## src/rtl/tone_pkg.sv

```systemverilog
// tone_pkg: shared note definitions for the tone generator / tone decoder pair.
//   - A-major scale note frequencies (Hz) and index encoding (0=A .. 6=G#)
//   - decoder FSM state type
//   - nominal period (clk cycles) from clock and note frequency
package tone_pkg;

    localparam int NUM_NOTES = 7;

    localparam logic [2:0] NOTE_A  = 3'd0;
    localparam logic [2:0] NOTE_B  = 3'd1;
    localparam logic [2:0] NOTE_CS = 3'd2;
    localparam logic [2:0] NOTE_D  = 3'd3;
    localparam logic [2:0] NOTE_E  = 3'd4;
    localparam logic [2:0] NOTE_FS = 3'd5;
    localparam logic [2:0] NOTE_GS = 3'd6;

    typedef enum logic [1:0] {
        ST_IDLE    = 2'd0,
        ST_MEASURE = 2'd1,
        ST_LOCKED  = 2'd2
    } state_e;

    function automatic int note_freq(input int idx);
        case (idx)
            0:       return 440;
            1:       return 493;
            2:       return 554;
            3:       return 587;
            4:       return 659;
            5:       return 740;
            6:       return 830;
            default: return 1;
        endcase
    endfunction

    // Truncating division, same rounding the tone generator uses.
    function automatic int note_period(input int clk_hz, input int idx);
        return clk_hz / note_freq(idx);
    endfunction

endpackage

```

## src/rtl/tone_edge_sync.sv

```systemverilog
// tone_edge_sync: 2-FF synchronizer, optional glitch filter, registered
// rising-edge pulse.
//   clk, reset_n : clock, async active-low reset
//   din          : asynchronous input
//   rise         : one-cycle pulse, 3 cycles after din rises (filter off)
// Optional feature macro: TONE_DECODER_GLITCH_FILTER_EN -- level must hold
// FILTER_CYCLES consecutive cycles before it is passed on (+FILTER_CYCLES latency).
module tone_edge_sync #(
    parameter int FILTER_CYCLES = 8
) (
    input  logic clk,
    input  logic reset_n,
    input  logic din,
    output logic rise
);

    if (FILTER_CYCLES < 1) begin : g_bad_filter
        $error("FILTER_CYCLES must be >= 1");
    end

    logic s1, s2, lvl, lvl_d;

    always_ff @(posedge clk or negedge reset_n) begin
        if (!reset_n) begin
            s1 <= 1'b0;
            s2 <= 1'b0;
        end else begin
            s1 <= din;
            s2 <= s1;
        end
    end

`ifdef TONE_DECODER_GLITCH_FILTER_EN
    localparam int FW = (FILTER_CYCLES > 1) ? $clog2(FILTER_CYCLES) : 1;
    logic          flt;
    logic [FW-1:0] fcnt;

    // fcnt counts consecutive cycles s2 disagrees with flt; any agreement restarts it.
    always_ff @(posedge clk or negedge reset_n) begin
        if (!reset_n) begin
            flt  <= 1'b0;
            fcnt <= '0;
        end else if (s2 == flt) begin
            fcnt <= '0;
        end else if (fcnt == FW'(FILTER_CYCLES - 1)) begin
            flt  <= s2;
            fcnt <= '0;
        end else begin
            fcnt <= fcnt + 1'b1;
        end
    end
    assign lvl = flt;
`else
    assign lvl = s2;
`endif

    always_ff @(posedge clk or negedge reset_n) begin
        if (!reset_n) begin
            lvl_d <= 1'b0;
            rise  <= 1'b0;
        end else begin
            lvl_d <= lvl;
            rise  <= lvl & ~lvl_d;
        end
    end

endmodule

```

## src/rtl/tone_decoder.sv

```systemverilog
// tone_decoder: measures the period of a square-wave tone, classifies it
// against the seven A-major notes and reports a locked note.
//   clk, reset_n  : clock, async active-low reset
//   tone_in       : asynchronous square-wave input
//   note_valid    : high while a note is locked
//   note_index    : locked note 0=A .. 6=G#, holds when not valid
//   note_change   : one-cycle pulse on each entry into LOCKED
//   period_cycles : last measured period in clk cycles
// Optional feature macro: TONE_DECODER_GLITCH_FILTER_EN (see tone_edge_sync).
module tone_decoder
    import tone_pkg::*;
#(
    parameter int CLOCK_FREQ    = 50_000_000,
    parameter int TOL           = 2000,
    parameter int LOCK_COUNT    = 3,
    parameter int TIMEOUT       = 200_000,
    parameter int FILTER_CYCLES = 8
) (
    input  logic        clk,
    input  logic        reset_n,
    input  logic        tone_in,
    output logic        note_valid,
    output logic [2:0]  note_index,
    output logic        note_change,
    output logic [31:0] period_cycles
);

    localparam logic [3:0]  LOCK_N = 4'(LOCK_COUNT);
    localparam logic [31:0] TMO    = 32'(TIMEOUT);

    if (LOCK_COUNT < 1 || LOCK_COUNT > 15) begin : g_bad_lock
        $error("LOCK_COUNT must be 1..15");
    end
    if (TIMEOUT < 1) begin : g_bad_timeout
        $error("TIMEOUT must be >= 1");
    end

    logic        rise;
    state_e      state;
    logic [31:0] cnt;
    logic [31:0] meas;
    logic [3:0]  match_cnt, nxt_cnt;
    logic [2:0]  cand, nxt_cand, cls;
    logic        cls_valid;
    logic        timeout;
    logic [NUM_NOTES-1:0] hit;

    tone_edge_sync #(.FILTER_CYCLES(FILTER_CYCLES)) u_sync (
        .clk     (clk),
        .reset_n (reset_n),
        .din     (tone_in),
        .rise    (rise)
    );

    assign meas    = cnt + 32'd1;
    assign timeout = (cnt == TMO);

    // Window per note; frequencies ascend so periods descend and only
    // neighbours can collide.
    for (genvar k = 0; k < NUM_NOTES; k++) begin : g_win
        localparam int PK = note_period(CLOCK_FREQ, k);
        assign hit[k] = (meas >= 32'(PK - TOL)) && (meas <= 32'(PK + TOL));
        if (k > 0) begin : g_chk
            if (note_period(CLOCK_FREQ, k - 1) - PK <= 2 * TOL) begin : g_overlap
                $error("tone_decoder: classification windows overlap");
            end
        end
    end

    always_comb begin
        cls_valid = |hit;
        cls       = '0;
        for (int k = NUM_NOTES - 1; k >= 0; k--)
            if (hit[k]) cls = 3'(k);
    end

    // Candidate update on an edge; from LOCKED the first branch can never
    // apply because a matching class stays locked.
    always_comb begin
        if (cls_valid && cls == cand && match_cnt != 4'd0) begin
            nxt_cand = cand;
            nxt_cnt  = match_cnt + 4'd1;
        end else begin
            nxt_cand = cls;
            nxt_cnt  = cls_valid ? 4'd1 : 4'd0;
        end
    end

    always_ff @(posedge clk or negedge reset_n) begin
        if (!reset_n) begin
            state         <= ST_IDLE;
            cnt           <= '0;
            match_cnt     <= '0;
            cand          <= '0;
            note_valid    <= 1'b0;
            note_index    <= '0;
            note_change   <= 1'b0;
            period_cycles <= '0;
        end else begin
            note_change <= 1'b0;

            if (rise) begin
                cnt           <= '0;
                period_cycles <= meas;
            end else if (cnt < TMO) begin
                cnt <= cnt + 32'd1;
            end

            // Edge takes priority over timeout in the same cycle.
            case (state)
                ST_IDLE: begin
                    if (rise) begin
                        state     <= ST_MEASURE;
                        cand      <= '0;
                        match_cnt <= '0;
                    end
                end
                ST_MEASURE: begin
                    if (rise) begin
                        cand      <= nxt_cand;
                        match_cnt <= nxt_cnt;
                        if (nxt_cnt == LOCK_N) begin
                            state       <= ST_LOCKED;
                            note_valid  <= 1'b1;
                            note_index  <= nxt_cand;
                            note_change <= 1'b1;
                        end
                    end else if (timeout) begin
                        state <= ST_IDLE;
                    end
                end
                ST_LOCKED: begin
                    if (rise) begin
                        if (!(cls_valid && cls == note_index)) begin
                            state      <= ST_MEASURE;
                            cand       <= nxt_cand;
                            match_cnt  <= nxt_cnt;
                            note_valid <= 1'b0;
                        end
                    end else if (timeout) begin
                        state      <= ST_IDLE;
                        note_valid <= 1'b0;
                    end
                end
                default: begin
                    state      <= ST_IDLE;
                    note_valid <= 1'b0;
                end
            endcase
        end
    end

endmodule

```

## config.mk

```make
export PLATFORM = sky130hd
export DESIGN_NAME = tone_decoder
export DESIGN_NICKNAME = d
export VERILOG_FILES = /design/src/rtl/tone_pkg.sv /design/src/rtl/tone_edge_sync.sv /design/src/rtl/tone_decoder.sv
export SDC_FILE = /design/constraint.sdc
export NUM_CORES = 1
export LEC_CHECK = 0
export CAP_MARGIN = 5
export CORE_UTILIZATION = 50
export DETAILED_ROUTE_END_ITERATION = 10
export GPL_ROUTABILITY_DRIVEN = 1
export PLACE_DENSITY = 0.68
export RECOVER_POWER = 25
export SETUP_SLACK_MARGIN = 0.5
export SYNTH_ARGS = -nofsm -noshare
export SYNTH_HDL_FRONTEND = slang
export SYNTH_SLANG_ARGS = --single-unit
```

## constraint.sdc

```tcl
create_clock -name clk -period 5.3 [get_ports clk]
set_clock_uncertainty 0.05 [all_clocks]
set_input_delay 1.06 -clock clk [delete_from_list [all_inputs] [get_ports clk]]
set_output_delay 1.06 -clock clk [all_outputs]
set_load 0.02 [all_outputs]
```

==> summary.md <==
| Metric | Value |
|---|---|
| Outcome | finished with violations |
| Failing checks | max-capacitance violations, max-slew violations |
| Worst-path clk slew | 0.07 ns |
| Routed WL | 18.58 mm |
| Unique masters post-synth | 82 |
| Placed cell areas | 6580 um^2 |
| Initial antenna violation count | 0 |
| Leak | 0.002707 uW |
| Worst endpoint data arrival time | 4.80 ns |
| Sw Ratio | 31.69% |
| Fmax achieved | 217.1 MHz |
| Reg-to-reg startpoint | cnt[0] |
| CTS H-tree depth | 3 |
| Antenna cell count | 0 |
| CTS resizes | 0 |
| Width of the die | 112.6 um |
| Crit Path Max Fanout | 18 |
| Asr flop ratio synth | 100.0% |
| Clock Power Share | 38.1% |
| Largest cells by area after synthesis | dfrtp_1 34%, nor2_1 5.4%, xnor2_1 4.0%, nand2_1 3.5%, a21oi_1 3.2% |
| CTS buffer count | 9 |
| Die area | 12680 um^2 |
| Crit. End Element | flip-flop |
| Hold depth | 0 |
| Die H | 112.6 um |
| Combinational power share | 25.3% |
| Worst endpoint required time | 5.49 ns |
| Area Growth Syn to Fin | 13.62% |
| Synth Flop Type | dfrtp_1 |
| Pre-Repair DR Iteration Count | 7 |
| Syn_area_per_cell | 8.414 um^2 |
| Max VDD drop | 0.0002283 V |
| Netlist area before placement | 6117 um^2 |
| Final worst path period share | 86.91% |
| Slew Limit Fails | 104 |
| Vias in the first global route | 5677 |
| Total power per unit cell area | 281.0 nW/um^2 |
| Setup TNS Final | 0 ns |
| Routed WL per cell | 20.81 um |
| # nets final | 753 |
| Post-CTS setup buffers | 0 |
| FP Rows | 40 |
| Worst Tran Pin Value | 2.757 ns |
| Fraction of layout cells with a size suffix above 1 | 9.651% |
| Cts hold-fix bufs | 0 |
| Vias | 5738 |
| Clock Tree Buf Depth | 2 |
| IO buf count | 39 |
| I/O pin count | 40 |
| RSZ-0062 raised after global routing | true |
| Maximum number of pins on one net before global-route repair | 69 |
| Top-count cell post-synth | nor2_1 |
| Slew HR | -83.82% |
| Detailed Route Iter0 Violations | 551 |
| Gate Count Post-Synth | 727 |
| CP startpoint kind | flip-flop |
| Flop2flop setup slack | 0.69 ns |
| CP Class | reg2reg |
| GP Congestion | 0.9629 |
| TritonCTS clock tree | done |
| R2R depth | 12 |
| HPWL Detailed | 13.65 mm |
| Switching power | 619.0 uW |
| Register share of total power | 36.6% |
| Vias/cell | 6.426 |
| Yosys warns | 0 |
| CTS root buf | clkbuf_16 |
| Starting Density | 51.14% |
| First-pass GRT wire length | 30.38 mm |
| Overall Global Routing Usage | 30.83% |
| TritonCTS Sinks | 82 |
| Sequential share of the synthesized area | 33.54% |
| Antenna-violating nets left | 0 |
| Yosys top cell area share | 33.54% |
| Area taken by multi-input logic gates | 3774 um^2 |
| Min-delay src | u_sync.s1 |
| Post-Layout Inst Area | 6950 um^2 |
| Worst skew pair latency | 0.36 ns |
| Tmin final | 4.606 ns |
| Core Region | 11960 um^2 |
| FF+latch count, synth | 82 |
| Aggregate global routing overflow | 0 |
| Internal power | 1334 uW |
| Most frequent cells after synthesis | 88 x nor2_1, 82 x dfrtp_1, 57 x nand2_1, 39 x a21oi_1, 30 x nand4_1 |
| Worst R2R End | note_index[1] |
| Maxcap violations | 2 |
| Min-Delay Path Class | reg2reg |
| Final setup viols | 0 |
| Syn Nets | 739 |
| # fillers | 1112 |
| Cell taking the most area after synthesis | dfrtp_1 |
| Hold path endpoint | u_sync.lvl |
| Drt drc | 0 |
| Sequential Area | 2056 um^2 |
| Final Hold Vio Count | 0 |
| Post-synth EDFFs | 0 |
==> flip-flops by register name, indices dropped and copies added, names as in the netlist, 2 cells and up <==
register,count
cnt,32
state,2
period_cycles,32
note_index,3
match_cnt,4
cand,3
==> logic make-up after synthesis <==
logic type	synth area share, %
AND/OR/NAND/NOR	30.48
adder cells (fa/ha/maj)	1.841
flip-flops	33.54
AO/OA/AOI/OAI	18.61
buffers and inverters	5.359
XOR/XNOR	7.425
multiplexers	2.741
==> per-stage QoR <==
stage / power (uW) / std cells / setup slack (ns) / hold slack (ns) / utilization [%]
after floorplan: 1045 / 727 / 1.261 / 0.2812 / -
after global placement: 1208 / 877 / 0.8103 / 0.2886 / 55.01
after detailed placement: 1215 / 877 / 0.7155 / 0.2949 / 55.01
after CTS: 1962 / 893 / 0.6973 / 0.3127 / 57.87
after global routing: 2035 / 893 / 0.4939 / 0.3157 / 58.11
final: 1953 / 893 / 0.6939 / 0.3136 / 58.11
==> cell usage in the layout, fill, tap and decap left out, types with 7 or more instances in the layout <==
cell,n
o31a_1,8
nor4_1,13
nand2_1,57
and3_1,9
or4_1,7
clkdlybuf4s50_1,37
clkbuf_16,9
nor2_1,88
nand4b_1,7
o21ai_0,18
nand2b_1,7
xor2_1,22
a31oi_1,7
and2_1,24
o211ai_1,9
nor3_1,19
dfrtp_1,79
buf_4,16
xnor2_1,27
mux2i_1,10
inv_1,22
nand4_1,30
a21oi_1,39
ha_1,9
nand3_1,27
a211oi_1,8
==> metal layers <==
| layer | vias to the layer above | part of all wire (%) | track usage [%] |
|---|---|---|---|
| met2 | 205 | 48 | 50.62 |
| met3 | 45 | 5.6 | 6.156 |
| li1 | 2708 | - | - |
| met5 | - | 0 | 0 |
| met4 | 0 | 3.4 | 13.96 |
| met1 | 2780 | 43 | 39.24 |
==> power groups by stage <==
| stage | combinational (uW) | sequential (uW) | clock [uW] |
|---|---|---|---|
| 3_5_place_dp | 488 | 728 | 0 |
| 6_report | 494 | 716 | 744 |
| 3_3_place_gp | 484 | 724 | 0 |
| 5_1_grt | 535 | 724 | 776 |
| 4_1_cts | 491 | 716 | 755 |
| 2_1_floorplan | 286 | 759 | 0 |
==> worst max path at each step <==
stage,slack (ns),to,depth (start not counted),start
floorplan,1.26,note_index[0],15,cnt[0]
global placement,0.81,note_index[0],13,cnt[0]
detailed placement,0.72,note_index[1],11,cnt[7]
CTS,0.70,note_index[1],11,cnt[7]
global route,0.49,state[0],12,cnt[0]
finish,0.69,note_index[1],12,cnt[0]
==> cell type report <==
type | count | area share [%]
clock inverter | 6 | 1.620
tap | 147 | 2.646
multi-input combinational | 569 | 54.29
timing repair buffer | 57 | 7.381
sequential | 82 | 29.58
inverter | 22 | 1.188
clock buffer | 10 | 3.294
==> critical path, cell delays in order (launching register included) <==
cell and delay (ns):
dfrtp_1 0.39, buf_4 0.26, nand4_2 0.35, or4_4 0.67, xnor2_2 0.35, nand2_1 0.08, or4_1 0.46, a211o_1 0.33
and3_1 0.21, a221o_1 0.36, or3_4 0.42, nor3_4 0.20, mux2_2 0.37
No activity file was read; power rests on OpenSTA's default activity.
